<file path="src/rtl/sargantana_icache_nb_ctrl.sv">
// ============================================================================
// sargantana_icache_nb_ctrl
//
// Non-blocking instruction-cache controller. A lookup that misses issues an
// IFILL request to the upper level and waits for the line. Several fills may
// be outstanding at once. Each accepted request leaves a tag in an in-order
// FIFO. The tag says what to do when the matching response returns:
//   DEMAND   - line the core is waiting for: write it, then replay the read
//   PREFETCH - next-line prefetch: write it, no state change
//   ORPHAN   - demand fill abandoned by a kill/flush: drop it, pulse miss_kill
//
// Optional feature: define ICACHE_PREFETCH_EN to issue one next-line prefetch
// request in the cycle after every completed replay.
//
// Parameters
//   ICACHE_N_WAY  number of ways in cline_hit_i
//   FILL_DEPTH    maximum outstanding IFILL requests (2..8)
//
// Ports
//   clk_i, rst_i          clock, asynchronous active-high reset
//   cache_enable_i        CSR cache enable (a disabled cache never hits)
//   flush_i               flush request
//   ireq_valid_i          core fetch request
//   ireq_kill_i           kill the current request
//   mmu_ex_valid_i        translation exception
//   mmu_miss_i            TLB miss
//   mmu_ptw_valid_i       page-table-walk response valid
//   cline_hit_i           per-way hit vector
//   ifill_req_ready_i     upper level accepts the IFILL request
//   ifill_resp_valid_i    last beat of a fill response (in issue order)
//   ifill_req_valid_o     IFILL request valid
//   ifill_req_pf_o        IFILL request is a next-line prefetch
//   iresp_ready_o         controller accepts a new request
//   iresp_valid_o         response valid
//   cmp_enable_o          tag compare enable
//   cache_rd_ena_o        replay read enable
//   cache_wr_ena_o        line write enable
//   replay_valid_o        replay in progress
//   flush_en_o            flush forwarded to the cache arrays
//   miss_o                PMU demand-miss cycle
//   miss_kill_o           PMU dropped-fill pulse
//   fill_cnt_o            number of outstanding fills
// ============================================================================
module sargantana_icache_nb_ctrl #(
    parameter int ICACHE_N_WAY = 4,
    parameter int FILL_DEPTH   = 4
) (
    input  logic                             clk_i,
    input  logic                             rst_i,
    input  logic                             cache_enable_i,
    input  logic                             flush_i,
    input  logic                             ireq_valid_i,
    input  logic                             ireq_kill_i,
    input  logic                             mmu_ex_valid_i,
    input  logic                             mmu_miss_i,
    input  logic                             mmu_ptw_valid_i,
    input  logic [ICACHE_N_WAY-1:0]          cline_hit_i,
    input  logic                             ifill_req_ready_i,
    input  logic                             ifill_resp_valid_i,
    output logic                             ifill_req_valid_o,
    output logic                             ifill_req_pf_o,
    output logic                             iresp_ready_o,
    output logic                             iresp_valid_o,
    output logic                             cmp_enable_o,
    output logic                             cache_rd_ena_o,
    output logic                             cache_wr_ena_o,
    output logic                             replay_valid_o,
    output logic                             flush_en_o,
    output logic                             miss_o,
    output logic                             miss_kill_o,
    output logic [$clog2(FILL_DEPTH+1)-1:0]  fill_cnt_o
);

    localparam int CNT_W = $clog2(FILL_DEPTH + 1);
    localparam int PTR_W = $clog2(FILL_DEPTH);
    localparam logic [CNT_W-1:0] FULL_CNT = CNT_W'(FILL_DEPTH);
    localparam logic [PTR_W-1:0] LAST_PTR = PTR_W'(FILL_DEPTH - 1);

    typedef enum logic [2:0] {
        IDLE,
        READ,
        MISS_REQ,
        MISS_WAIT,
        TLB_MISS,
        KILL_TLB,
        REPLAY
    } state_t;

    typedef enum logic [1:0] {
        TAG_DEMAND,
        TAG_PREFETCH,
        TAG_ORPHAN
    } fill_tag_t;

    state_t           state;
    state_t           next_state;
    fill_tag_t        tags [FILL_DEPTH];
    fill_tag_t        push_tag;
    fill_tag_t        head_tag;
    logic [PTR_W-1:0] head;
    logic [PTR_W-1:0] tail;
    logic [CNT_W-1:0] count;
    logic             push;
    logic             pop;
    logic             retag;
    logic             fifo_full;
    logic             kill_or_flush;
    logic             hit;
    logic             pf_pending;

    function automatic logic [PTR_W-1:0] ptr_inc(input logic [PTR_W-1:0] p);
        return (p == LAST_PTR) ? '0 : p + 1'b1;
    endfunction

    assign kill_or_flush = ireq_kill_i | flush_i;
    assign hit           = cache_enable_i & (|cline_hit_i);
    assign fifo_full     = (count == FULL_CNT);
    // A response that arrives with nothing outstanding (e.g. one issued
    // before a reset) has no tag to match, so it is simply ignored.
    assign pop           = ifill_resp_valid_i & (count != '0);
    // Abandoning a miss orphans every demand fill still in flight.
    assign retag         = kill_or_flush & ((state == MISS_REQ) | (state == MISS_WAIT));
    assign fill_cnt_o    = count;

    // A demand response that arrives in the same cycle as the kill is
    // already orphaned, so its line must not be written.
    always_comb begin
        head_tag = tags[head];
        if (retag && head_tag == TAG_DEMAND) begin
            head_tag = TAG_ORPHAN;
        end
    end

`ifdef ICACHE_PREFETCH_EN
    // Arms the single next-line prefetch for the cycle after a clean replay.
    always_ff @(posedge clk_i or posedge rst_i) begin
        if (rst_i) begin
            pf_pending <= 1'b0;
        end else begin
            pf_pending <= (state == REPLAY) && !ireq_kill_i && !mmu_ex_valid_i;
        end
    end
`else
    assign pf_pending = 1'b0;
`endif

    always_ff @(posedge clk_i or posedge rst_i) begin
        if (rst_i) begin
            state <= IDLE;
        end else begin
            state <= next_state;
        end
    end

    // Tag FIFO. Pushes are never requested while full, and a simultaneous
    // push and pop leaves the count unchanged.
    always_ff @(posedge clk_i or posedge rst_i) begin
        if (rst_i) begin
            head  <= '0;
            tail  <= '0;
            count <= '0;
            for (int i = 0; i < FILL_DEPTH; i++) begin
                tags[i] <= TAG_DEMAND;
            end
        end else begin
            if (retag) begin
                for (int i = 0; i < FILL_DEPTH; i++) begin
                    if (tags[i] == TAG_DEMAND) begin
                        tags[i] <= TAG_ORPHAN;
                    end
                end
            end
            if (push) begin
                tags[tail] <= push_tag;
                tail       <= ptr_inc(tail);
            end
            if (pop) begin
                head <= ptr_inc(head);
            end
            if (push && !pop) begin
                count <= count + 1'b1;
            end else if (pop && !push) begin
                count <= count - 1'b1;
            end
        end
    end

    always_comb begin
        next_state        = state;
        ifill_req_valid_o = 1'b0;
        ifill_req_pf_o    = 1'b0;
        iresp_ready_o     = 1'b0;
        iresp_valid_o     = 1'b0;
        cmp_enable_o      = 1'b0;
        cache_rd_ena_o    = 1'b0;
        cache_wr_ena_o    = 1'b0;
        replay_valid_o    = 1'b0;
        flush_en_o        = 1'b0;
        miss_o            = 1'b0;
        miss_kill_o       = 1'b0;
        push              = 1'b0;
        push_tag          = TAG_DEMAND;

        // Prefetch and orphan responses are absorbed in whatever state the
        // controller happens to be in; only demand responses steer the FSM.
        if (state != IDLE) begin
            flush_en_o = flush_i && (state != KILL_TLB);
            if (pop && head_tag == TAG_PREFETCH) begin
                cache_wr_ena_o = 1'b1;
            end
            if (pop && head_tag == TAG_ORPHAN) begin
                miss_kill_o = 1'b1;
            end
        end

        case (state)
            IDLE: begin
                next_state = READ;
            end

            READ: begin
                cmp_enable_o = 1'b1;
                if (ireq_valid_i && !kill_or_flush) begin
                    if (mmu_miss_i) begin
                        next_state = TLB_MISS;
                    end else if (hit || mmu_ex_valid_i) begin
                        iresp_valid_o = 1'b1;
                    end else begin
                        next_state = MISS_REQ;
                    end
                end
                iresp_ready_o = (next_state == READ) && !fifo_full;
                // One-shot prefetch: if the upper level is not ready this
                // cycle the prefetch is simply dropped.
                if (pf_pending && !fifo_full && !kill_or_flush) begin
                    ifill_req_valid_o = 1'b1;
                    ifill_req_pf_o    = 1'b1;
                    push              = ifill_req_ready_i;
                    push_tag          = TAG_PREFETCH;
                end
            end

            MISS_REQ: begin
                if (kill_or_flush) begin
                    next_state = READ;
                end else if (!fifo_full) begin
                    ifill_req_valid_o = 1'b1;
                    if (ifill_req_ready_i) begin
                        push       = 1'b1;
                        next_state = MISS_WAIT;
                    end
                end
            end

            MISS_WAIT: begin
                miss_o = 1'b1;
                if (kill_or_flush) begin
                    next_state = READ;
                end else if (pop && head_tag == TAG_DEMAND) begin
                    cache_wr_ena_o = 1'b1;
                    next_state     = REPLAY;
                end
            end

            TLB_MISS: begin
                if (ireq_kill_i && !mmu_ptw_valid_i) begin
                    next_state = KILL_TLB;
                end else if (mmu_ex_valid_i || ireq_kill_i) begin
                    iresp_valid_o = mmu_ex_valid_i;
                    next_state    = READ;
                end else if (mmu_ptw_valid_i) begin
                    next_state = REPLAY;
                end
            end

            // The walk is already in flight; its response must be consumed
            // before a new translation can start.
            KILL_TLB: begin
                if (mmu_ptw_valid_i) begin
                    next_state = READ;
                end
            end

            REPLAY: begin
                if (!ireq_kill_i && !mmu_ex_valid_i) begin
                    cache_rd_ena_o = 1'b1;
                    replay_valid_o = 1'b1;
                end
                next_state = READ;
            end

            default: begin
                next_state = IDLE;
            end
        endcase
    end

endmodule

</file>
<file path="config.mk">
export PLATFORM = sky130hd
export DESIGN_NAME = sargantana_icache_nb_ctrl
export DESIGN_NICKNAME = d
export VERILOG_FILES = /design/src/rtl/sargantana_icache_nb_ctrl.sv
export SDC_FILE = /design/constraint.sdc
export NUM_CORES = 1
export LEC_CHECK = 0
export CAP_MARGIN = 20
export CORE_MARGIN = 2
export CORE_UTILIZATION = 49
export CTS_CLUSTER_DIAMETER = 100
export CTS_CLUSTER_SIZE = 30
export DETAILED_ROUTE_END_ITERATION = 6
export PLACE_DENSITY = 0.84
export SETUP_SLACK_MARGIN = 0.4
export SYNTH_ARGS = -nofsm -noshare
export SYNTH_HDL_FRONTEND = slang
export SYNTH_SLANG_ARGS = --single-unit
</file>
<file path="constraint.sdc">
create_clock -name clk_i -period 2.58 [get_ports clk_i]
set_input_delay 0.258 -clock clk_i [delete_from_list [all_inputs] [get_ports clk_i]]
set_output_delay 0.258 -clock clk_i [all_outputs]
set_load 0.02 [all_outputs]
</file>
==> report_table.html <==
<table>
<tr><th>Metric</th><th>Value</th></tr>
<tr><th colspan="2">Synthesis</th></tr>
<tr><td>Post-synth ARST share</td><td>100%</td></tr>
<tr><td>Number of warnings reported in the yosys synthesis log</td><td>0</td></tr>
<tr><td>Flip-flop and latch count after synthesis</td><td>18</td></tr>
<tr><td>Top FF cell, synth</td><td>sky130_fd_sc_hd__dfrtp_1</td></tr>
<tr><td>Multiplexer share of the synthesized area</td><td>7.07%</td></tr>
<tr><td>Dominant combinational cell family by area after synthesis</td><td>simple AND/OR/NAND/NOR gates</td></tr>
<tr><td>Netlist cell types</td><td>44</td></tr>
<tr><td>Simple-Gate Fraction of Synth Area</td><td>22.6%</td></tr>
<tr><td>Synth Area in Compound Gates</td><td>15.9%</td></tr>
<tr><td>Post-synthesis adder-cell area fraction</td><td>7.79%</td></tr>
<tr><td>Number of enable-type register cells in the synthesized netlist</td><td>0</td></tr>
<tr><td>Synth Cell Area</td><td>1220 um2</td></tr>
<tr><td>Synthesized netlist cell count</td><td>129</td></tr>
<tr><td>Avg Cell Area, Syn</td><td>9.47 um2</td></tr>
<tr><td>Synthesized-area fraction occupied by xor and xnor cells</td><td>2.87%</td></tr>
<tr><td>Synth Net Count</td><td>151</td></tr>
<tr><td>Share of synthesized area occupied by flip-flops and latches</td><td>36.9%</td></tr>
<tr><th colspan="2">Detailed routing</th></tr>
<tr><td>Wirelength, routed</td><td>roughly 2.7 mm</td></tr>
<tr><td>Post-detailed-route wirelength per cell</td><td>between 10 and 15 um</td></tr>
<tr><td>Starting DRT DRC Count</td><td>38</td></tr>
<tr><td>Remaining routing DRC violations</td><td>0</td></tr>
<tr><td>Vias per cell</td><td>5.41</td></tr>
<tr><td>Total number of vias</td><td>1071</td></tr>
<tr><td>Count of nets left with antenna violations after detail routing</td><td>0</td></tr>
<tr><td>Pre-antenna DRT Iters</td><td>4</td></tr>
<tr><th colspan="2">Critical path</th></tr>
<tr><td>Longest individual stage delay on the worst path</td><td>between 0.3 and 0.4 ns</td></tr>
<tr><td>Crit-path max FO</td><td>2</td></tr>
<tr><td>CP arrival</td><td>2.40 ns</td></tr>
<tr><td>Slowest-stage cell, CP</td><td>sky130_fd_sc_hd__dfrtp_1</td></tr>
<tr><td>Crit start category</td><td>register</td></tr>
<tr><td>Sum of buffers and inverters on the critical path</td><td>1</td></tr>
<tr><td>Worst Setup Path Type</td><td>reg -&gt; reg</td></tr>
<tr><td>Req. time, crit path</td><td>~2.8 ns</td></tr>
<tr><td>Delay-heaviest family, CP</td><td>simple AND/OR/NAND/NOR gates</td></tr>
<tr><td>Crit. End Element</td><td>register</td></tr>
<tr><td>Library cell appearing most often on the critical path</td><td>sky130_fd_sc_hd__xor2_1</td></tr>
<tr><td>Cell-by-cell trace of the critical path</td><td>or2b_4 &gt; or3_4 &gt; nor2b_4 &gt; ha_4 &gt; inv_2 &gt; fa_2 &gt; xor2_1 &gt; nor2_1 &gt; xor2_1</td></tr>
<tr><th colspan="2">Pwr</th></tr>
<tr><td>Pwr/cell area</td><td>898 nW/um2</td></tr>
<tr><td>Peak VDD IR</td><td>slightly below 700 uV</td></tr>
<tr><td>Total power consumption of the routed design</td><td>between 0.001 and 0.0015 W</td></tr>
<tr><td>Static leakage</td><td>0.745 nW</td></tr>
<tr><th colspan="2">STA</th></tr>
<tr><td>Hold Fails Final Rpt</td><td>0</td></tr>
<tr><td>Worst slew slack as a fraction of its limit</td><td>56.1%</td></tr>
<tr><td>Share of the cycle needed by the critical path after routing</td><td>84.4%</td></tr>
<tr><td>Unrepaired setup endpoints after global routing</td><td>true</td></tr>
<tr><td>Summed negative setup slack over all endpoints</td><td>0 ns</td></tr>
<tr><td>Final clock skew</td><td>0.00780 ns</td></tr>
<tr><td>Number of pins with negative max-slew slack in the final report</td><td>0</td></tr>
<tr><td>Final setup viols</td><td>0</td></tr>
<tr><td>Time the worst path needs with I/O delays and setup</td><td>roughly 2.2 ns</td></tr>
<tr><td>Slew @ Worst Pin</td><td>0.659 ns</td></tr>
<tr><td>F_max</td><td>459 MHz</td></tr>
<tr><th colspan="2">Floorplan</th></tr>
<tr><td>Horizontal extent of the die</td><td>53.9 um</td></tr>
<tr><td>Initial core utilization</td><td>about half</td></tr>
<tr><td>Number of top-level pins</td><td>29</td></tr>
<tr><td>Total core area</td><td>2410 um2</td></tr>
<tr><td>Die Outline Area</td><td>2910 um2</td></tr>
<tr><td>Die height</td><td>~54 um</td></tr>
<tr><td>Row Count</td><td>18</td></tr>
<tr><th colspan="2">Global routing</th></tr>
<tr><td>Number of antenna violations at the first check in global routing</td><td>0</td></tr>
<tr><td>Maximum number of pins on one net before global-route repair</td><td>19</td></tr>
<tr><td>First-pass GRT wire length</td><td>4.52 mm</td></tr>
<tr><td>Global Route Usage Sum</td><td>21.9%</td></tr>
<tr><td>Total global routing overflow</td><td>0</td></tr>
<tr><td>Vias in the first global route</td><td>around 1100</td></tr>
<tr><th colspan="2">Clock tree</th></tr>
<tr><td>H-tree depth reported by CTS</td><td>1</td></tr>
<tr><td>Clock buffer count from CTS</td><td>3</td></tr>
<tr><td>Worst skew pair latency</td><td>0.30 ns</td></tr>
<tr><td>Sinks on the clock net</td><td>18</td></tr>
<tr><td>Worst-case clock buffer depth</td><td>2</td></tr>
<tr><td>TritonCTS clock tree</td><td>yes</td></tr>
<tr><td># hold bufs at CTS</td><td>0</td></tr>
<tr><td>Clk slew on worst S/H paths</td><td>0.10 ns</td></tr>
<tr><td>Root Driver</td><td>sky130_fd_sc_hd__clkbuf_4</td></tr>
<tr><th colspan="2">Finish</th></tr>
<tr><td>Fraction of layout cells with a size suffix above 1</td><td>26.2%</td></tr>
<tr><td>Core utilization of the finished layout</td><td>68.0%</td></tr>
<tr><td>Antenna Diode Count</td><td>0</td></tr>
<tr><td>NumNets Final</td><td>191</td></tr>
<tr><td>Signed area change from the synthesized netlist to the final layout</td><td>34.1%</td></tr>
<tr><td>Final instance area</td><td>around 1600 um2</td></tr>
<tr><th colspan="2">Placed design</th></tr>
<tr><td>Post-detailed-placement half-perimeter wirelength</td><td>2.12 mm</td></tr>
<tr><td>Placement-stage cell area</td><td>1590 um2</td></tr>
<tr><td>Routability congestion estimate</td><td>0.780</td></tr>
<tr><td>Port-buffer cells</td><td>27</td></tr>
<tr><th colspan="2">Flow run</th></tr>
<tr><td>Maximum Capacitance Violations</td><td>0</td></tr>
<tr><th colspan="2">Outcome</th></tr>
<tr><td>Run status</td><td>finished clean</td></tr>
<tr><th colspan="2">Worst hold path</th></tr>
<tr><td>Worst min path class</td><td>in -&gt; async</td></tr>
</table>
## synthesized netlist by cell type, types with 2 or more instances
| master | number | area, um2 |
|---|---|---|
| sky130_fd_sc_hd__dfrtp_1 | 18 | 450 |
| sky130_fd_sc_hd__nor2_1 | 17 | 63.8 |
| sky130_fd_sc_hd__inv_1 | 8 | 30.0 |
| sky130_fd_sc_hd__nand2_1 | 8 | 30.0 |
| sky130_fd_sc_hd__ha_1 | 6 | 75.1 |
| sky130_fd_sc_hd__nand2b_1 | 6 | 37.5 |
| sky130_fd_sc_hd__nor3_1 | 6 | 30.0 |
| sky130_fd_sc_hd__o21ai_0 | 6 | 30.0 |
| sky130_fd_sc_hd__o21a_1 | 5 | 37.5 |
| sky130_fd_sc_hd__and2_1 | 4 | 25.0 |
| sky130_fd_sc_hd__xor2_1 | 3 | 26.3 |
| sky130_fd_sc_hd__a21oi_1 | 2 | 10.0 |
| sky130_fd_sc_hd__buf_4 | 2 | 15.0 |
| sky130_fd_sc_hd__buf_6 | 2 | 22.5 |
| sky130_fd_sc_hd__clkbuf_1 | 2 | 7.51 |
| sky130_fd_sc_hd__mux2_2 | 2 | 22.5 |
| sky130_fd_sc_hd__nand3b_1 | 2 | 15.0 |
| sky130_fd_sc_hd__nor2b_1 | 2 | 12.5 |
| sky130_fd_sc_hd__o211ai_2 | 2 | 25.0 |
| sky130_fd_sc_hd__o22ai_1 | 2 | 12.5 |
## layout make-up
class	instances	area [um2]
inverter	8	30.0
timing repair buffer	42	353
multi-input combinational	96	727
sequential	18	454
clock buffer	4	36.3
fill	192	772
tap	30	37.5
## report_power, final
group / internal [W] / switching [W] / total [W]
registers: 0.000384 / 0.0000961 / 0.000480
logic: 0.000416 / 0.000400 / 0.000817
clock network: 0.0000862 / 0.0000867 / 0.000173
total: 0.000887 / 0.000583 / 0.00147
## sequential cells by signal, summed over array words and instances (netlist names)
name and count:
state 3, tags 8, head 2, tail 2, fill_cnt_o 3
## routing by layer
metal	vias to the layer above	GRT usage, %	wire length [um]
met5	-	0	0
met4	0	14.1	67
met3	5	4.17	180
met2	36	37.6	1320
met1	507	24.7	1100
li1	523	-	-
## what timing repair did
item	4_1_cts	5_1_grt
setup buffers	3	1
endpoints found under the setup margin	9	6
resized for setup	18	9
pin swaps	4	3
## per-stage QoR
stage	hold slack, ns	instances	worst slack, ns
after floorplan	0.196	129	0.339
after global placement	0.473	190	0.0187
after detailed placement	0.484	190	-0.0610
after CTS	0.366	197	0.293
after global routing	0.407	198	0.307
final	0.339	198	0.401
## placed cells by master (no fill, tap or decap), types with 3 or more instances in the layout
master / instances
sky130_fd_sc_hd__and2_1: 4
sky130_fd_sc_hd__nor2_1: 17
sky130_fd_sc_hd__clkdlybuf4s50_1: 18
sky130_fd_sc_hd__xor2_1: 3
sky130_fd_sc_hd__o21a_1: 5
sky130_fd_sc_hd__buf_4: 15
sky130_fd_sc_hd__inv_1: 7
sky130_fd_sc_hd__clkbuf_4: 3
sky130_fd_sc_hd__nand2_1: 8
sky130_fd_sc_hd__dfrtp_2: 3
sky130_fd_sc_hd__clkbuf_2: 4
sky130_fd_sc_hd__dlygate4sd2_1: 4
sky130_fd_sc_hd__nor3_1: 6
sky130_fd_sc_hd__ha_1: 5
sky130_fd_sc_hd__nand2b_1: 6
sky130_fd_sc_hd__o21ai_0: 6
sky130_fd_sc_hd__dfrtp_1: 15
## worst reg2reg max path: stages, from the launching register on
cell	delay [ns]
sky130_fd_sc_hd__dfrtp_1	0.39
sky130_fd_sc_hd__or2b_4	0.25
sky130_fd_sc_hd__or3_4	0.35
sky130_fd_sc_hd__nor2b_4	0.14
sky130_fd_sc_hd__ha_4	0.15
sky130_fd_sc_hd__inv_2	0.04
sky130_fd_sc_hd__fa_2	0.33
sky130_fd_sc_hd__xor2_1	0.15
sky130_fd_sc_hd__nor2_1	0.15
sky130_fd_sc_hd__xor2_1	0.16
## worst paths after layout
kind,startpoint,endpoint,slack [ns],cells after the start
setup reg to reg,state[2],fill_cnt_o[2],0.40,9
min in group clk_i,fill_cnt_o[2],fill_cnt_o[2],0.50,1
hold / removal,rst_i,tail[1],0.34,2
hold reg to reg,fill_cnt_o[2],fill_cnt_o[2],0.50,1
max in group asynchronous,rst_i,fill_cnt_o[1],1.77,2
setup / recovery,state[2],fill_cnt_o[2],0.40,9
## kinds of logic (layout without fill, tap and decap cells)
| family | Yosys count | in the layout |
|---|---|---|
| other cells | 1 | 1 |
| mux | 5 | 5 |
| simple gates | 53 | 53 |
| compound gates | 26 | 26 |
| flops | 18 | 18 |
| xor+xnor | 4 | 4 |
| fa+ha+maj | 7 | 7 |
| buf+inv | 15 | 54 |
No activity file was read; power rests on OpenSTA's default activity.
